`src/rtl/alu_pkg.sv`:
```
// Shared opcodes, flag bit positions and FSM state encodings for the pipelined ALU.
// ALU_MUL_EN adds the MULT state used by the iterative multiplier.
package alu_pkg;
    localparam logic [3:0] OP_ADD = 4'h0;
    localparam logic [3:0] OP_INC = 4'h1;
    localparam logic [3:0] OP_SUB = 4'h2;
    localparam logic [3:0] OP_DEC = 4'h3;
    localparam logic [3:0] OP_AND = 4'h4;
    localparam logic [3:0] OP_OR  = 4'h5;
    localparam logic [3:0] OP_XOR = 4'h6;
    localparam logic [3:0] OP_NOT = 4'h7;
    localparam logic [3:0] OP_ADC = 4'h8;
    localparam logic [3:0] OP_SBC = 4'h9;
    localparam logic [3:0] OP_SHL = 4'hA;
    localparam logic [3:0] OP_SHR = 4'hB;
    localparam logic [3:0] OP_ASR = 4'hC;
    localparam logic [3:0] OP_ROL = 4'hD;
    localparam logic [3:0] OP_ROR = 4'hE;
    localparam logic [3:0] OP_MUL = 4'hF;

    localparam int FLG_N = 3;
    localparam int FLG_Z = 2;
    localparam int FLG_V = 1;
    localparam int FLG_C = 0;

`ifdef ALU_MUL_EN
    typedef enum logic [0:0] {ST_IDLE = 1'b0, ST_MULT = 1'b1} state_e;
`else
    typedef enum logic [0:0] {ST_IDLE = 1'b0} state_e;
`endif
endpackage

```
`src/rtl/alu_if.sv`:
```
// Request/response bundle between the decoder side (master) and the ALU (slave).
interface alu_if #(parameter int WIDTH = 8);
    logic             in_valid;
    logic             in_ready;
    logic [3:0]       ALU_Sel;
    logic [WIDTH-1:0] A;
    logic [WIDTH-1:0] B;
    logic             out_valid;
    logic             out_ready;
    logic [WIDTH-1:0] Result;
    logic [3:0]       NZVC;

    modport master (output in_valid, ALU_Sel, A, B, out_ready,
                    input  in_ready, out_valid, Result, NZVC);
    modport slave  (input  in_valid, ALU_Sel, A, B, out_ready,
                    output in_ready, out_valid, Result, NZVC);
endinterface

```
`src/rtl/alu_comb.sv`:
```
// Combinational datapath for opcodes 0-E; opcode F passes A through with flags from A.
import alu_pkg::*;

module alu_comb #(
    parameter int WIDTH = 8
) (
    input  logic [WIDTH-1:0] a_i,
    input  logic [WIDTH-1:0] b_i,
    input  logic             cin_i,
    input  logic [3:0]       sel_i,
    output logic [WIDTH-1:0] result_o,
    output logic [3:0]       nzvc_o
);
    localparam int MSB = WIDTH - 1;

    logic [WIDTH:0]   sum;
    logic [WIDTH-1:0] r;
    logic             c;
    logic             v;

    always_comb begin
        sum = '0;
        r   = a_i;
        c   = 1'b0;
        v   = 1'b0;
        case (sel_i)
            OP_ADD, OP_ADC: begin
                sum = {1'b0, a_i} + {1'b0, b_i} + {{WIDTH{1'b0}}, (sel_i == OP_ADC) & cin_i};
                r   = sum[MSB:0];
                c   = sum[WIDTH];
                v   = (a_i[MSB] == b_i[MSB]) && (r[MSB] != a_i[MSB]);
            end
            OP_SUB, OP_SBC: begin
                // Bit WIDTH of the extended difference is the borrow.
                sum = {1'b0, a_i} - {1'b0, b_i} - {{WIDTH{1'b0}}, (sel_i == OP_SBC) & cin_i};
                r   = sum[MSB:0];
                c   = sum[WIDTH];
                v   = (a_i[MSB] != b_i[MSB]) && (r[MSB] != a_i[MSB]);
            end
            OP_INC: begin
                sum = {1'b0, a_i} + {{WIDTH{1'b0}}, 1'b1};
                r   = sum[MSB:0];
                c   = sum[WIDTH];
                v   = !a_i[MSB] && r[MSB];
            end
            OP_DEC: begin
                sum = {1'b0, a_i} - {{WIDTH{1'b0}}, 1'b1};
                r   = sum[MSB:0];
                c   = sum[WIDTH];
                v   = a_i[MSB] && !r[MSB];
            end
            OP_AND: r = a_i & b_i;
            OP_OR:  r = a_i | b_i;
            OP_XOR: r = a_i ^ b_i;
            OP_NOT: r = ~a_i;
            OP_SHL: begin
                r = {a_i[MSB-1:0], 1'b0};
                c = a_i[MSB];
                v = a_i[MSB] ^ a_i[MSB-1];
            end
            OP_SHR: begin
                r = {1'b0, a_i[MSB:1]};
                c = a_i[0];
            end
            OP_ASR: begin
                r = {a_i[MSB], a_i[MSB:1]};
                c = a_i[0];
            end
            OP_ROL: begin
                r = {a_i[MSB-1:0], a_i[MSB]};
                c = a_i[MSB];
            end
            OP_ROR: begin
                r = {a_i[0], a_i[MSB:1]};
                c = a_i[0];
            end
            default: r = a_i;
        endcase
    end

    assign result_o = r;
    assign nzvc_o   = {r[MSB], r == '0, v, c};
endmodule

```
`src/rtl/alu_pipe.sv`:
```
// Registered ALU with valid/ready on both sides and a persistent NZVC register.
// ALU_MUL_EN: opcode F runs a shift-add unsigned multiply; otherwise F returns A, flags kept.
import alu_pkg::*;

module alu_pipe #(
    parameter int WIDTH = 8
) (
    input  logic  clk,
    input  logic  reset,
    alu_if.slave  bus
);
    state_e           state_q;
    logic [WIDTH-1:0] result_q;
    logic [3:0]       nzvc_q;
    logic             out_valid_q;
    logic             out_valid_d;

    logic             in_ready;
    logic             accept;
    logic             single_done;
    logic             mul_done;
    logic [WIDTH-1:0] comb_res;
    logic [3:0]       comb_nzvc;

    alu_comb #(.WIDTH(WIDTH)) u_comb (
        .a_i      (bus.A),
        .b_i      (bus.B),
        .cin_i    (nzvc_q[FLG_C]),
        .sel_i    (bus.ALU_Sel),
        .result_o (comb_res),
        .nzvc_o   (comb_nzvc)
    );

    // Result slot may drain and refill on the same edge.
    assign in_ready = !reset && (state_q == ST_IDLE) && (!out_valid_q || bus.out_ready);
    assign accept   = bus.in_valid && in_ready;

`ifdef ALU_MUL_EN
    localparam int CNT_W = $clog2(WIDTH);

    logic [2*WIDTH-1:0] mcand_q;
    logic [2*WIDTH-1:0] acc_q;
    logic [2*WIDTH-1:0] acc_d;
    logic [WIDTH-1:0]   mplier_q;
    logic [CNT_W-1:0]   cnt_q;
    logic               mul_hi;

    assign single_done = accept && (bus.ALU_Sel != OP_MUL);
    assign mul_done    = (state_q == ST_MULT) && (cnt_q == '0);
    assign acc_d       = acc_q + (mplier_q[0] ? mcand_q : '0);
    assign mul_hi      = acc_d[2*WIDTH-1:WIDTH] != '0;
`else
    assign single_done = accept;
    assign mul_done    = 1'b0;
`endif

    assign out_valid_d = (single_done || mul_done) ? 1'b1 :
                         (bus.out_ready ? 1'b0 : out_valid_q);

    always_ff @(posedge clk) begin
        if (reset) begin
            state_q     <= ST_IDLE;
            result_q    <= '0;
            nzvc_q      <= '0;
            out_valid_q <= 1'b0;
`ifdef ALU_MUL_EN
            mcand_q     <= '0;
            acc_q       <= '0;
            mplier_q    <= '0;
            cnt_q       <= '0;
`endif
        end else begin
            out_valid_q <= out_valid_d;
            if (single_done) begin
                result_q <= comb_res;
                if (bus.ALU_Sel != OP_MUL)
                    nzvc_q <= comb_nzvc;
            end
`ifdef ALU_MUL_EN
            case (state_q)
                ST_IDLE: begin
                    if (accept && bus.ALU_Sel == OP_MUL) begin
                        state_q  <= ST_MULT;
                        mcand_q  <= {{WIDTH{1'b0}}, bus.A};
                        mplier_q <= bus.B;
                        acc_q    <= '0;
                        cnt_q    <= CNT_W'(WIDTH - 1);
                    end
                end
                ST_MULT: begin
                    // One multiplier bit per clock; the last bit writes the result.
                    acc_q    <= acc_d;
                    mcand_q  <= mcand_q << 1;
                    mplier_q <= mplier_q >> 1;
                    cnt_q    <= cnt_q - 1'b1;
                    if (cnt_q == '0) begin
                        state_q  <= ST_IDLE;
                        result_q <= acc_d[WIDTH-1:0];
                        nzvc_q   <= {acc_d[WIDTH-1], acc_d[WIDTH-1:0] == '0, mul_hi, mul_hi};
                    end
                end
                default: state_q <= ST_IDLE;
            endcase
`endif
        end
    end

    assign bus.in_ready  = in_ready;
    assign bus.out_valid = out_valid_q;
    assign bus.Result    = result_q;
    assign bus.NZVC      = nzvc_q;
endmodule

```
`src/flat_wrapper.sv`:
```
// flat-port wrapper written by rule: the top's interface ports become plain ports
module alu_pipe_flat 
#(
    parameter int WIDTH = 8
)
  (clk, reset, bus_in_valid, bus_ALU_Sel, bus_A, bus_B, bus_out_ready, bus_in_ready, bus_out_valid, bus_Result, bus_NZVC);
  alu_if #(.WIDTH(WIDTH)) bus_i ();
  input  logic clk;
  input  logic reset;
  input wire logic [$bits(bus_i.in_valid)-1:0] bus_in_valid;
  input wire logic [$bits(bus_i.ALU_Sel)-1:0] bus_ALU_Sel;
  input wire logic [$bits(bus_i.A)-1:0] bus_A;
  input wire logic [$bits(bus_i.B)-1:0] bus_B;
  input wire logic [$bits(bus_i.out_ready)-1:0] bus_out_ready;
  output wire logic [$bits(bus_i.in_ready)-1:0] bus_in_ready;
  output wire logic [$bits(bus_i.out_valid)-1:0] bus_out_valid;
  output wire logic [$bits(bus_i.Result)-1:0] bus_Result;
  output wire logic [$bits(bus_i.NZVC)-1:0] bus_NZVC;
  assign bus_i.in_valid = bus_in_valid;
  assign bus_i.ALU_Sel = bus_ALU_Sel;
  assign bus_i.A = bus_A;
  assign bus_i.B = bus_B;
  assign bus_i.out_ready = bus_out_ready;
  assign bus_in_ready = bus_i.in_ready;
  assign bus_out_valid = bus_i.out_valid;
  assign bus_Result = bus_i.Result;
  assign bus_NZVC = bus_i.NZVC;
  alu_pipe #(.WIDTH(WIDTH)) u_core (.clk(clk), .reset(reset), .bus(bus_i));
endmodule
```
`config.mk`:
```
export PLATFORM = sky130hd
export DESIGN_NAME = alu_pipe_flat
export DESIGN_NICKNAME = d
export VERILOG_FILES = /design/src/rtl/alu_pkg.sv /design/src/rtl/alu_if.sv /design/src/rtl/alu_comb.sv /design/src/rtl/alu_pipe.sv /design/src/flat_wrapper.sv
export SDC_FILE = /design/constraint.sdc
export NUM_CORES = 1
export LEC_CHECK = 0
export CAP_MARGIN = 20
export CORE_MARGIN = 2
export CORE_UTILIZATION = 25
export DETAILED_ROUTE_END_ITERATION = 6
export GPL_TIMING_DRIVEN = 0
export PLACE_DENSITY = 0.5
export SYNTH_ARGS = -nofsm -noshare
export SYNTH_HDL_FRONTEND = slang
export SYNTH_HIERARCHICAL = 1
export SYNTH_SLANG_ARGS = --single-unit
```
`constraint.sdc`:
```
create_clock -name clk -period 5.75 [get_ports clk]
set_input_delay 1.725 -clock clk [delete_from_list [all_inputs] [get_ports clk]]
set_output_delay 1.725 -clock clk [all_outputs]
set_load 0.01 [all_outputs]
```
After elaboration in Yosys (flattened, before gate mapping). Index checks and enable logic that the tools add are counted.

Logic and storage cells: 59. Output and inout port bits: 14. Input port bits: 24. Register bits: 13.

Equality and inequality tests: 19. Reductions and logical operators: 19. Bitwise logic cells: 7. $add $sub $neg: 6. Multiplexer cells: 5.

Operators by type and width (count): $pmux 8 s13 (1); $eq 4x4->1 const B (7); $eq 4x3->1 const B (4); $add 8x1->9 const B (1); $add 8x8->9 (1); $add 9x1->9 (1); $sub 8x1->9 const B (1); $sub 8x8->9 (1); $sub 9x1->9 (1); $and 8x8->8 (1); $eq 4x2->1 const B (2); $logic_not 8->1 (1); $not 8->8 (1); $or 8x8->8 (1); $xor 8x8->8 (1); $logic_and 1x1->1 (6); $pmux 1 s6 (1); $reduce_or 2->1 (3); $pmux 1 s5 (1); $eq 4x1->1 const B (1); $logic_not 1->1 (4); $logic_not 4->1 (1); $ne 4x4->1 const B (1); $ne 1x1->1 (3); other kinds (8) (10).

Logic depth before layout (Yosys ltp).
Depth in word-level cells: 6. Gate-level depth with buffers: 16. Mapped depth without buffers: 13.

By module. The synthesis kept the hierarchy.

Modules (own cells, without submodules): alu_comb (seq. area each 0.0 µm², instances 1, area an instance 2492.4 µm², cells each 359); alu_pipe (seq. area each 260.2 µm², instances 1, area an instance 610.6 µm², cells each 47).

Worst setup path before layout. OpenSTA, ideal clock, no wires.

Path type: input -> register. From: input port bus_ALU_Sel[1]. To: register u_core.nzvc_q[1], in the netlist u_core/bus.NZVC[1]. Required time: 5.629 ns. Stages on the path: 16. Path slack: 0.754 ns. Buffers on the path: 3. Arrival time: 4.875 ns. Library setup time: 0.121 ns. Cells stage by stage: buf_2 nor2b_1 clkbuf_1 nand3_1 fa_1 inv_1 ha_1 o21ai_0 a2111oi_2 or4b_1 nand3_1 xnor2_1 and3_1 a211o_1 buf_4 mux2_4.

Longest elaborated chain between the ends: 6. Elaborated cells on any way between the ends: 20. Classes of those cells: 2 x add/sub; 9 x eq/ne; 1 x mux; 2 x bitwise; 6 x reduce/logical.

Ends and longest elaborated chain: start, declared (line flat_wrapper.sv:11) `input wire logic [$bits(bus_i.ALU_Sel)-1:0] bus_ALU_Sel;`; $eq 4x4->1; $and 1x1->1, on equally long branches (line alu_comb.sv:35, alu_comb.sv:28); $sub 9x1->9 / $add 9x1->9 (equally long branches) (line alu_comb.sv:35, alu_comb.sv:28); $ne 1x1->1, on equally long branches (line alu_comb.sv:38, alu_comb.sv:31); $logic_and 1x1->1, on equally long branches (line alu_comb.sv:38, alu_comb.sv:31); $pmux 1 s5 (*) (line alu_comb.sv:26) `case (sel_i)`; named net u_core.u_comb.v (line alu_comb.sv:19) `logic v;`; end signal, assigned (line alu_pipe.sv:77) `nzvc_q <= comb_nzvc;`; end, declared (line alu_pipe.sv:14) `logic [3:0] nzvc_q;`.

The timed path passes the listed nets; every way through them passes the cells marked *. A chain may end at the register's enable or synchronous reset.

Worst setup path in the final report.
From: input port bus_ALU_Sel[1]. To: register u_core.nzvc_q[2], in the netlist u_core/bus.NZVC[2].

Longest elaborated chain between the ends: 5. Elaborated cells on any way between the ends: 25. Classes of those cells: 2 x add/sub; 15 x eq/ne; 1 x mux; 2 x bitwise; 5 x reduce/logical.

Ends and longest elaborated chain: $eq 4x4->1; $and 1x1->1, on equally long branches (line alu_comb.sv:35, alu_comb.sv:28); $sub 9x1->9 / $add 9x1->9 (equally long branches) (line alu_comb.sv:35, alu_comb.sv:28); $pmux 8 s13 (*) (line alu_comb.sv:26); named net u_core.comb_res[4] (line alu_pipe.sv:22) `logic [WIDTH-1:0] comb_res;`; $logic_not 8->1 (*) (line alu_comb.sv:82) `assign nzvc_o = {r[MSB], r == '0, v, c};`; named net u_core.comb_nzvc[2] (line alu_pipe.sv:23) `logic [3:0] comb_nzvc;`.

Marks and branches as above.

==> results_dict.tcl <==
set metrics [dict create \
    status "finished clean" \
    cts_root_buffer "clkbuf_16" \
    p_total_mw 0.553 \
    grt_pass1_wl_um 18000 \
    fin_nets 512 \
    place_hpwl_um 8980 \
    post-route-period-util_pct 96.5 \
    io_buffer_count 37 \
    grt_antenna_before_repair 0 \
    irDropWorstVdd_mv 0.127 \
    io_pins 38 \
    worst_pin_slew_ps 837 \
    dpl-instance-area_sq_um 3680 \
    crit_type "in2reg" \
    dr.pass1.iters 5 \
    drv_slew 0 \
    ys_ff_latch 13 \
    setup-violations-final 0 \
    rsz0062_at_grt "no" \
    rows 40 \
    cts_setup_buffers 0 \
    avgRoutedWirePerCell_um 18.5 \
    period_needed_ps 5550 \
    grt_use_total_pct 17.1 \
    utilization_pct 31.3 \
    die-height_um 115 \
    h-tree-depth 1 \
    hold_viol 0 \
    vias_per_cell 5.40 \
    cp-end-kind "flip-flop" \
    cts_buffer_depth 2 \
    dr.first_iter.drc_count 319 \
    netlist_area_sq_um 3100 \
    synth_edf_count 0 \
    worst_ep_arrival_time_ps 5730 \
    fp.coreArea_sq_um 12100 \
    cap_violations 0 \
    critPathRequiredTime_ps 5930 \
    synth.yosys.seq_area_share_pct 8.39 \
    slew_headroom_pct 43.8 \
    path_clk_slew_ps 40 \
    drc 0 \
    die_x_um 115 \
    powerDensity_nw_per_um2 147 \
    synthToLayoutAreaGrowth_pct 21.5 \
    gp_congestion 0.957 \
    cts_tree "yes" \
    n_fill_cell 1317 \
    start_util_pct 25.7 \
    vias 3320 \
    syn_nets 470 \
    fmax_ghz 0.180 \
    fin_area_sq_um 3770 \
    num_antenna_cells 0 \
    ys.flop_type "dfxtp_1" \
    ys_types 73 \
    grt_max_degree 11 \
    fin_tns_setup_ps 0 \
    drive_above_1_share_pct 14.1 \
    die_area_sq_um 13300 \
    clock_sinks 13 \
    grt_pass1_vias 3238 \
    min_path_type "reg2reg" \
    worstPathMaxFanout 10 \
    async_reset_ff_share_pct 0 \
    finalWirelength_um 11400 \
    ctsHoldBuffers 0 \
    cts_buffers 3 \
    postSynthCellCount 406 \
    leakagePower_nw 1.55 \
    avgSynthCellArea_sq_um 7.64 \
    finClkSkew_ps 1.09 \
    ant_nets 0 \
    clk_latency_ps 240 \
    synth_warnings 6 \
    cp-start-kind "input port" \
    grt_overflow_total 0 \
]
==> flip-flops by register name (all words and copies together) (netlist names) <==
| signal | count |
|---|---|
| u_core/bus.NZVC | 4 |
| u_core/bus.Result | 8 |
| u_core/bus.out_valid | 1 |
==> through the flow <==
stage / hold WS (ps) / setup WS, ps / cells
2_1_floorplan: 637 / 754 / 406
3_3_place_gp: 601 / -534 / 611
3_5_place_dp: 599 / -562 / 611
4_1_cts: 616 / 59.0 / 615
5_1_grt: 635 / 20.0 / 615
6_report: 613 / 203 / 615
==> final cells by class <==
class	count	area (sq um)	area share, %
Multi-Input combinational cell	336	2570	68.1
Timing Repair Buffer	37	370	9.82
Sequential cell	13	260	6.90
Tap cell	168	210	5.58
Buffer	28	174	4.61
Inverter	29	109	2.89
Clock buffer	4	78.8	2.09
==> Yosys cell counts, types with 4 or more instances <==
library cell	n	area share (%)
buf_4	7	1.7
and2b_4	4	1.3
nor2b_1	16	3.2
o22ai_1	6	1.2
ha_1	36	15
mux2i_1	4	1.3
nand2_1	25	3.0
o21ai_0	19	3.1
nand2b_1	10	2.0
mux2_4	12	5.8
nor2_1	32	3.9
nand3_1	10	1.6
and3_1	9	1.8
nor3_1	14	2.3
a31oi_1	6	1.2
o211ai_1	7	1.7
inv_1	28	3.4
buf_2	15	2.4
a211oi_1	7	1.7
a21oi_1	19	3.1
xnor2_1	12	3.4
a221oi_1	4	1.1
nand3b_1	4	0.97
dfxtp_1	13	8.4
fa_1	4	2.6
a21o_1	5	1.2
==> cell families after synthesis <==
group           synth area share, %
compound gates                 26.5
xor+xnor                       3.67
simple gates                   28.2
buf+inv                        9.07
mux                            7.10
fa+ha+maj                      17.1
flops                          8.39
==> layer usage <==
metal | global-route usage [%] | share of wire, % | up-vias
met5 | 0 | 0 | -
met4 | 4.50 | 2.1 | 0
met3 | 1.62 | 6.9 | 27
met2 | 27.7 | 46 | 152
met1 | 24.4 | 45 | 1578
li1 | - | - | 1563
==> path summary, 6_finish.rpt <==
check	cells past startpoint	from	endpoint	slack (ps)
setup / recovery	15	bus_ALU_Sel[1]	u_core/bus.NZVC[2]	200
hold / removal	2	u_core/bus.Result[3]	u_core/bus.Result[3]	610
setup reg to reg	12	u_core/bus.NZVC[0]	u_core/bus.NZVC[2]	2330
hold reg to reg	2	u_core/bus.Result[3]	u_core/bus.Result[3]	610
==> what timing repair did <==
action	in CTS	in global routing
setup endpoints to repair	4	3
pin swaps	0	0
gates resized for setup	2	3
cloned	0	0
==> cells in the final DEF, fill, tap and decap left out, types with 9 or more instances in the layout <==
cell	count
a21oi_1	19
and3_1	9
buf_2	15
clkdlybuf4s50_1	37
dfxtp_1	13
ha_1	36
inv_1	28
mux2_4	12
nand2_1	25
nand2b_1	10
nand3_1	10
nor2_1	31
nor2b_1	16
nor3_1	14
o21ai_0	18
xnor2_1	12
==> critical path, stage by stage <==
cell and delay, ps:
clkdlybuf4s50_1 420, buf_2 190, nor2_2 350, and3_1 260, fa_1 240, inv_1 70
fa_1 410, nand2b_1 190, a21oi_1 400, a211oi_1 130, a221o_1 280, o32a_1 390
or2_0 270, nor4_2 230, mux2_4 180
==> power breakdown <==
group / total [mW] / internal [mW] / switching (mW)
clock: 0.127 / 0.0931 / 0.0342
combinational: 0.322 / 0.144 / 0.179
sequential: 0.104 / 0.0992 / 0.00446
Power figures use the tool's default switching activity.
